<file path="src/rtl/simon_pkg.sv">
`default_nettype none
// +--------------------------------------------------------------------+
// | simon_pkg : shared color/state types and default depth for seq_engine |
// | Revision  : 1.0                                                      |
// +--------------------------------------------------------------------+
package simon_pkg;

  localparam int MAX_ROUNDS_DEFAULT = 32;

  typedef enum logic [1:0] {
    GREEN  = 2'd0,
    RED    = 2'd1,
    YELLOW = 2'd2,
    BLUE   = 2'd3
  } color_t;

  typedef enum logic [1:0] {
    IDLE     = 2'd0,
    SHOW_ON  = 2'd1,
    SHOW_OFF = 2'd2
  } engine_state_t;

endpackage
`default_nettype wire

</file>
<file path="src/rtl/tick_timer.sv">
`default_nettype none
// +--------------------------------------------------------------------+
// | tick_timer : loadable down-counter, done while the count is zero   |
// | Revision   : 1.0                                                   |
// +--------------------------------------------------------------------+
module tick_timer #(
  parameter int WIDTH = 8
) (
  input  logic             clk,
  input  logic             reset,
  input  logic             load,
  input  logic [WIDTH-1:0] load_value,
  output logic             done
);

  logic [WIDTH-1:0] r_count;

  always_ff @(posedge clk or posedge reset) begin
    if (reset) begin
      r_count <= '0;
    end else if (load) begin
      r_count <= load_value;
    end else if (r_count != '0) begin
      r_count <= r_count - WIDTH'(1);
    end
  end

  assign done = (r_count == '0);

endmodule
`default_nettype wire

</file>
<file path="src/rtl/seq_engine.sv">
`default_nettype none
// +--------------------------------------------------------------------+
// | seq_engine : stores a color sequence, replays it on an LED, checks  |
// |              player presses against it                             |
// | Revision   : 1.0                                                   |
// +--------------------------------------------------------------------+
module seq_engine
  import simon_pkg::*;
#(
  parameter int MAX_ROUNDS = MAX_ROUNDS_DEFAULT,
  parameter int BASE_TICKS = 25_000_000
) (
  input  logic       clk,
  input  logic       reset,
  input  logic       cmd_clear,
  input  logic       cmd_add,
  input  logic [1:0] rng_color,
  input  logic       cmd_play,
  input  logic [1:0] speed,
  input  logic       cmd_check,
  input  logic [1:0] press_color,
  output logic       led_on,
  output logic [1:0] led_color,
  output logic       play_busy,
  output logic       play_done,
  output logic       check_ok,
  output logic       check_fail,
  output logic       round_done,
  output logic [5:0] current_round,
  output logic       seq_full
);

  localparam int             c_AW  = (MAX_ROUNDS > 1) ? $clog2(MAX_ROUNDS) : 1;
  localparam int             c_TW  = $clog2(BASE_TICKS + 1);
  localparam logic [5:0]     c_MAX = 6'(MAX_ROUNDS);
  localparam logic [c_TW-1:0] c_ONE = c_TW'(1);

  engine_state_t   r_state, w_state;
  logic [5:0]      r_round, w_round;
  logic [5:0]      r_play_idx, w_play_idx;
  logic [5:0]      r_chk_idx, w_chk_idx;
  logic [c_TW-1:0] r_on_ticks, w_on_ticks;
  logic            r_play_done, w_play_done;
  logic            r_check_ok, w_check_ok;
  logic            r_check_fail, w_check_fail;
  logic            r_round_done, w_round_done;

  logic [1:0]      r_mem [MAX_ROUNDS];
  logic            w_mem_we;

  logic            w_cmd_clear, w_cmd_add, w_cmd_play, w_cmd_check;
  logic [c_TW-1:0] w_sel_ticks, w_play_reload, w_on_reload;
  logic            w_tmr_load, w_tmr_done;
  logic [c_TW-1:0] w_tmr_value;
  logic [1:0]      w_play_color, w_chk_color;

  // One command per cycle: lower-priority requests are dropped outright.
  assign w_cmd_clear = cmd_clear;
  assign w_cmd_add   = !cmd_clear && cmd_add;
  assign w_cmd_play  = !cmd_clear && !cmd_add && cmd_play;
  assign w_cmd_check = !cmd_clear && !cmd_add && !cmd_play && cmd_check;

  // Timer counts reload..0, so a phase lasts reload+1 cycles; clamp to 1 cycle.
  assign w_sel_ticks   = c_TW'(BASE_TICKS >> speed);
  assign w_play_reload = (w_sel_ticks == '0) ? '0 : w_sel_ticks - c_ONE;
  assign w_on_reload   = (r_on_ticks == '0) ? '0 : r_on_ticks - c_ONE;

  assign w_play_color = r_mem[r_play_idx[c_AW-1:0]];
  assign w_chk_color  = r_mem[r_chk_idx[c_AW-1:0]];

  tick_timer #(.WIDTH(c_TW)) u_tick_timer (
    .clk        (clk),
    .reset      (reset),
    .load       (w_tmr_load),
    .load_value (w_tmr_value),
    .done       (w_tmr_done)
  );

  always_ff @(posedge clk or posedge reset) begin
    if (reset) begin
      r_state      <= IDLE;
      r_round      <= '0;
      r_play_idx   <= '0;
      r_chk_idx    <= '0;
      r_on_ticks   <= '0;
      r_play_done  <= 1'b0;
      r_check_ok   <= 1'b0;
      r_check_fail <= 1'b0;
      r_round_done <= 1'b0;
    end else begin
      r_state      <= w_state;
      r_round      <= w_round;
      r_play_idx   <= w_play_idx;
      r_chk_idx    <= w_chk_idx;
      r_on_ticks   <= w_on_ticks;
      r_play_done  <= w_play_done;
      r_check_ok   <= w_check_ok;
      r_check_fail <= w_check_fail;
      r_round_done <= w_round_done;
    end
  end

  always_comb begin
    w_state      = r_state;
    w_round      = r_round;
    w_play_idx   = r_play_idx;
    w_chk_idx    = r_chk_idx;
    w_on_ticks   = r_on_ticks;
    w_play_done  = 1'b0;
    w_check_ok   = 1'b0;
    w_check_fail = 1'b0;
    w_round_done = 1'b0;
    w_mem_we     = 1'b0;
    w_tmr_load   = 1'b0;
    w_tmr_value  = w_on_reload;
    if (w_cmd_clear) begin
      w_state    = IDLE;
      w_round    = '0;
      w_play_idx = '0;
      w_chk_idx  = '0;
    end else begin
      case (r_state)
        IDLE: begin
          if (w_cmd_add) begin
            if (!seq_full) begin
              w_mem_we = 1'b1;
              w_round  = r_round + 6'd1;
            end
          end else if (w_cmd_play) begin
            w_on_ticks = w_sel_ticks;
            w_play_idx = '0;
            w_chk_idx  = '0;
            if (r_round == '0) begin
              w_play_done = 1'b1;
            end else begin
              w_state     = SHOW_ON;
              w_tmr_load  = 1'b1;
              w_tmr_value = w_play_reload;
            end
          end else if (w_cmd_check && (r_round != '0)) begin
            if (press_color == w_chk_color) begin
              w_check_ok = 1'b1;
              if (r_chk_idx == r_round - 6'd1) begin
                w_round_done = 1'b1;
                w_chk_idx    = '0;
              end else begin
                w_chk_idx = r_chk_idx + 6'd1;
              end
            end else begin
              w_check_fail = 1'b1;
              w_chk_idx    = '0;
            end
          end
        end
        SHOW_ON: begin
          if (w_tmr_done) begin
            w_state    = SHOW_OFF;
            w_tmr_load = 1'b1;
          end
        end
        SHOW_OFF: begin
          if (w_tmr_done) begin
            if (r_play_idx == r_round - 6'd1) begin
              w_state     = IDLE;
              w_play_done = 1'b1;
            end else begin
              w_play_idx = r_play_idx + 6'd1;
              w_state    = SHOW_ON;
              w_tmr_load = 1'b1;
            end
          end
        end
        default: w_state = IDLE;
      endcase
    end
  end

  // Sequence storage is deliberately left without reset.
  always_ff @(posedge clk) begin
    if (w_mem_we) begin
      r_mem[r_round[c_AW-1:0]] <= rng_color;
    end
  end

  assign led_on        = (r_state == SHOW_ON);
  assign led_color     = led_on ? w_play_color : 2'b00;
  assign play_busy     = (r_state != IDLE);
  assign play_done     = r_play_done;
  assign check_ok      = r_check_ok;
  assign check_fail    = r_check_fail;
  assign round_done    = r_round_done;
  assign current_round = r_round;
  assign seq_full      = (r_round == c_MAX);

endmodule
`default_nettype wire

</file>
<file path="config.mk">
export PLATFORM = sky130hd
export DESIGN_NAME = seq_engine
export DESIGN_NICKNAME = d
export VERILOG_FILES = /design/src/rtl/simon_pkg.sv /design/src/rtl/tick_timer.sv /design/src/rtl/seq_engine.sv
export SDC_FILE = /design/constraint.sdc
export NUM_CORES = 1
export LEC_CHECK = 0
export CAP_MARGIN = 40
export CORE_MARGIN = 4
export CORE_UTILIZATION = 50
export DETAILED_ROUTE_END_ITERATION = 10
export GPL_TIMING_DRIVEN = 0
export PLACE_DENSITY = 0.77
export SYNTH_ARGS = -nofsm -noshare
export SYNTH_HDL_FRONTEND = slang
export SYNTH_SLANG_ARGS = --single-unit
</file>
<file path="constraint.sdc">
create_clock -name clk -period 5.5 [get_ports clk]
set_input_delay 1.1 -clock clk [delete_from_list [all_inputs] [get_ports clk]]
set_output_delay 1.1 -clock clk [all_outputs]
set_load 0.05 [all_outputs]
</file>
# After elaboration in Yosys (flattened, before gate mapping)
# Memory sizes are Yosys's and may differ from the RTL's.
# Cells that the tools add are included.
[word_totals]
ff_bits = 74
ram_bits = 64
in_bits = 12
out_inout_bits = 15
elab_cells = 137
memories = 1
[classes]
add_sub_neg = 7
n_eq_ne = 14
shifts = 1
muxes = 75
bitwise_logic = 2
n_reduce_logical = 27
[mem_list]
columns = ["memory", "depth", "width", "read_ports", "rd_ports_with_merged_regs", "write_ports", "line", "text"]
rows = [
  ["r_mem", 32, 2, 2, 0, 1, "seq_engine.sv:48", "logic [1:0] r_mem [MAX_ROUNDS];"],
]
[ops]
columns = ["operator", "count"]
rows = [
  ["$mux W25", 9],
  ["$mux W6", 16],
  ["$logic_not A25 Y1", 3],
  ["$sub A25 B1 Y25 const B", 3],
  ["$mux W1", 39],
  ["$reduce_bool A25 Y1", 1],
  ["$shr A25 B2 Y25 const A", 1],
  ["$add A6 B1 Y6 const B", 3],
  ["$mux W2", 7],
  ["$eq A6 B6 Y1", 2],
  ["$ne A3 B3 Y1 const B", 4],
  ["$pmux W6 S2", 1],
  ["$reduce_and A5 Y1", 2],
  ["$reduce_bool A2 Y1", 4],
  ["$eq A6 B6 Y1 const B", 1],
  ["$logic_and A1 B1 Y1", 6],
  ["$logic_not A6 Y1", 1],
  ["$ne A3 B2 Y1 const B", 2],
  ["$pmux W2 S3", 1],
  ["$reduce_and A3 Y1", 2],
  ["$reduce_bool A3 Y1", 2],
  ["$reduce_bool A6 Y1", 1],
  ["$sub A6 B1 Y6 const B", 1],
  ["$ne A2 B2 Y1 const B", 2],
  ["other kinds (9)", 12],
]

# Depth between registers and ports, before layout
[logic_depth]
ltp_word = 10
depth_mapped = 11
depth_no_buf = 9

# Modules after synthesis
# A second synthesis with hierarchy kept.
[hier_totals]
hier_cells = 675
area_unflattened_um2 = 7263.2
[modules_own_cells]
columns = ["mod", "n_inst", "cells_per_inst", "area_per_inst_um2", "seq_area_each_um2"]
rows = [
  ["seq_engine", 1, 520, 5856.9, 2822.7],
  ["tick_timer", 1, 155, 1406.3, 625.6],
]

# Worst setup path after synthesis
# OpenSTA, ideal clock, no wires.
[synth_path]
path_kind = "register to output"
startpoint = "register r_play_idx[0]"
endpoint = "output port led_color[0]"
arrival_ps = 2451
t_required_ps = 4400
setup_slack_ps = 1949
stages_incl_launch_ff = 9
path_buffers = 2
path_cell_list = "dfrtp_1 -> buf_2 -> buf_1 -> mux2i_1 -> o221ai_1 -> o22ai_1 -> a211oi_1 -> a21oi_1 -> nor2_1"
[synth_via]
elab_chain_cells = 2
[synth_rtl]
columns = ["element", "line", "text"]
rows = [
  ["start, declared", "seq_engine.sv:40", "logic [5:0] r_play_idx, w_play_idx;"],
  ["start signal, assigned", "seq_engine.sv:93", "r_play_idx <= w_play_idx;"],
  ["$mem_v2 Z32 W2", "--", ""],
  ["$mux W2", "seq_engine.sv:186", "assign led_color = led_on ? w_play_color : 2'b00;"],
  ["end, declared", "seq_engine.sv:23", "output logic [1:0] led_color,"],
]
# Every way passes these cells.

# Worst setup path in the final report
[layout_path]
startpoint = "register r_play_idx[0]"
endpoint = "output port led_color[1]"
# Same word-level chain as after synthesis.

==> metrics.txt <==
fin crit share=0.8845; TritonCTS clock tree=built; Cell Area, Synth=7074 sq um; Hold WC Path Type=reg -> reg; final hold vios=0; Die H=126.9 um; Root Driver=clkbuf_16; post-synth top area cell=edfxtp_1; Post-synth EDFFs=64; ranking of synthesized cells by area=edfxtp_1, dfrtp_1, mux2i_1, nor2_1, mux4_2; clock period minus worst slack=4865 ps; beginning of the critical path=r_play_idx[0]$_DFFE_PP0P_; combinational share of power=0.172; Async SR Flop Fraction=0.4880; max cap viols=0; Detailed Route Iter0 Violations=736; post-synthesis sequential area ratio=0.4874; cell-internal power=1.992 mW; Reg power frac=0.431; Tot GR Track Use=0.2449; Top FF cell, synth=edfxtp_1; cts hold-fix bufs=0; Num CTS Buffers=17; Final Slew Violations=0; Setup crit start kind=register; critical path type=reg -> out; Netlist cell types=59; post-cts gate resize count=0; grt ovf=0; Ant. Diodes=0; max_slew headroom=0.4710; NumNets Final=734; status=completed; vias=5619; PD cells=338.7 nW/um^2; maximum vdd drop=318.7 uV; Mapped Cells=665; Sw Pwr=0.7765 mW; # DRC=0; FF-to-FF Start=current_round[0]$_DFFE_PP0P_; vias in the first global route=5730; most common cell after layout, fill and taps aside=nor2_1; # IOs=27; Max FO, Critical Path=10; total wire length=18920 um; CP required=4400 ps; area of the core=13880 sq um; Port Buf Inserts=25; Leak=2.887 nW; #FFs+latches synth=125; sw frac=0.2805; clk sinks=125; Yosys warning count=0; post-route cell area=8174 sq um; DP HPWL=13730 um; antenna violations before repair=0; final setup vio count=0; Post-CTS Setup Bufs=0; Core Util, Final=0.5889; Layout Skew=10.83 ps; remaining antenna violation count=0; largest net degree at the start of global routing=37; leading cell types in the layout, fill and taps excluded=nor2_1, edfxtp_1, dfrtp_1; CTS H-tree depth=4; row count=43; post-synth top area share=0.2717; placed cell area=7612 sq um; CP Capture Type=output pin; HP Start=r_on_ticks[9]$_DFFE_PP0P_; top achievable clock speed=205.6 MHz; Net Count, Synth=687; Clk pwr share=0.397; Post-Syn Area per Cell=10.64 sq um; hold_ws=532.4 ps; DR pass1 iterations=7; Worst-path clk slew=50 ps; worst slew pin tran=793.5 ps; RSZ-0062 raised after global routing=false; Final GP Congestion=0.9631; post-DR wirelength/cell=20.95 um; CP Data Arrival Time=3760 ps; via/cell ratio=6.223; TNS Setup=0 ps; die width=126.9 um; first-pass GRT wire length=30780 um; layout cells sized above 1=0.08022; Clk Latency, worst-skew pair=420 ps; die area=16120 sq um; initial core utilization=0.5096; Syn-to-layout area delta=15.55%; CTS Buffer Depth=2
-- power by group through the flow --
| stage | combinational [mW] | clock, mW | sequential [mW] |
|---|---|---|---|
| 2_1_floorplan | 0.344 | 0 | 1.19 |
| 3_3_place_gp | 0.445 | 0 | 1.20 |
| 3_5_place_dp | 0.467 | 0 | 1.21 |
| 4_1_cts | 0.474 | 1.10 | 1.19 |
| 5_1_grt | 0.523 | 1.15 | 1.21 |
| 6_report | 0.477 | 1.10 | 1.19 |
-- synthesized netlist by cell type, types with 3 or more instances --
library cell	n
nand3_1	12
and3_1	6
buf_2	5
edfxtp_1	64
dfrtp_1	61
nand2b_1	11
o2111ai_1	5
xor2_1	26
inv_1	15
mux2i_1	46
o41ai_1	3
nand3b_1	5
o221ai_1	8
mux4_2	11
ha_1	10
xnor2_1	27
a21o_1	7
nand2_1	49
o21ai_0	18
or2_2	4
o22ai_1	4
xnor3_1	3
clkbuf_1	29
a211oi_1	4
nor2b_1	7
nor3_1	25
and2_1	3
a2111oi_0	3
nor4_1	7
a22oi_1	16
nor2_1	84
nand4_1	12
a31oi_1	6
a21oi_1	26
or3_1	8
-- final timing paths --
| check | endpoint | slack, ps | cells after the start |
|---|---|---|---|
| max | led_color[1] | 640 | 9 |
| min in group asynchronous | round_done$_DFF_PP0_ | 1070 | 2 |
| max in group asynchronous | current_round[0]$_DFFE_PP0P_ | 3820 | 3 |
| min reg2reg | r_on_ticks[9]$_DFFE_PP0P_ | 530 | 2 |
| min | r_on_ticks[9]$_DFFE_PP0P_ | 530 | 2 |
| max reg2reg | u_tick_timer.r_count[5]$_DFFE_PP0P_ | 2300 | 10 |
-- per-stage QoR --
step | cells | total power [mW] | setup WS (ps)
after floorplan | 665 | 1.535 | 1949
after global placement | 870 | 1.646 | 1265
after detailed placement | 873 | 1.673 | 1163
after CTS | 903 | 2.763 | 722.5
after global routing | 903 | 2.884 | 526.6
final | 903 | 2.769 | 635.1
-- worst max-delay path, stage by stage (launching register included) --
cell	delay (ps)
dfrtp_1	360
buf_2	320
buf_1	630
mux2i_1	170
o221ai_1	310
o22ai_1	140
a21oi_1	260
a21oi_1	140
nor2_1	170
clkdlybuf4s50_1	830
-- registers in the layout, indices dropped and copies added (netlist names) --
| register | flops |
|---|---|
| r_play_idx | 6 |
| r_state | 2 |
| check_ok | 1 |
| r_on_ticks | 12 |
| check_fail | 1 |
| play_done | 1 |
| r_mem | 64 |
| current_round | 6 |
| round_done | 1 |
| u_tick_timer.r_count | 25 |
| r_chk_idx | 6 |
-- cells by family (layout without fill, tap and decap cells) --
| group | count (synthesis) | after routing | share of synthesized area |
|---|---|---|---|
| multiplexers | 59 | 59 | 0.1033 |
| XOR/XNOR | 56 | 56 | 0.07517 |
| AO/OA/AOI/OAI | 119 | 119 | 0.1176 |
| AND/OR/NAND/NOR | 243 | 243 | 0.1677 |
| flip-flops | 125 | 125 | 0.4874 |
| adder cells (fa/ha/maj) | 10 | 10 | 0.01769 |
| buffers and inverters | 53 | 111 | 0.03113 |
-- per-layer routing --
layer	GRT usage	vias up	wire, um
li1	-	2550	-
met2	0.4094	288	9479
met3	0.05263	46	1312
met5	0	-	0
met4	0.1110	0	597
met1	0.3056	2735	7530
-- cell type report --
type | instances | area (sq um)
multi-input cells | 487 | 3406
clock inverters | 9 | 121.4
fillers | 1149 | 5707
plain buffers | 38 | 163.9
repair buffers | 28 | 312.8
inverters | 15 | 56.30
well taps | 180 | 225.2
flip-flops and latches | 125 | 3448
clock buffers | 21 | 440.4
No activity file was read; power rests on OpenSTA's default activity.
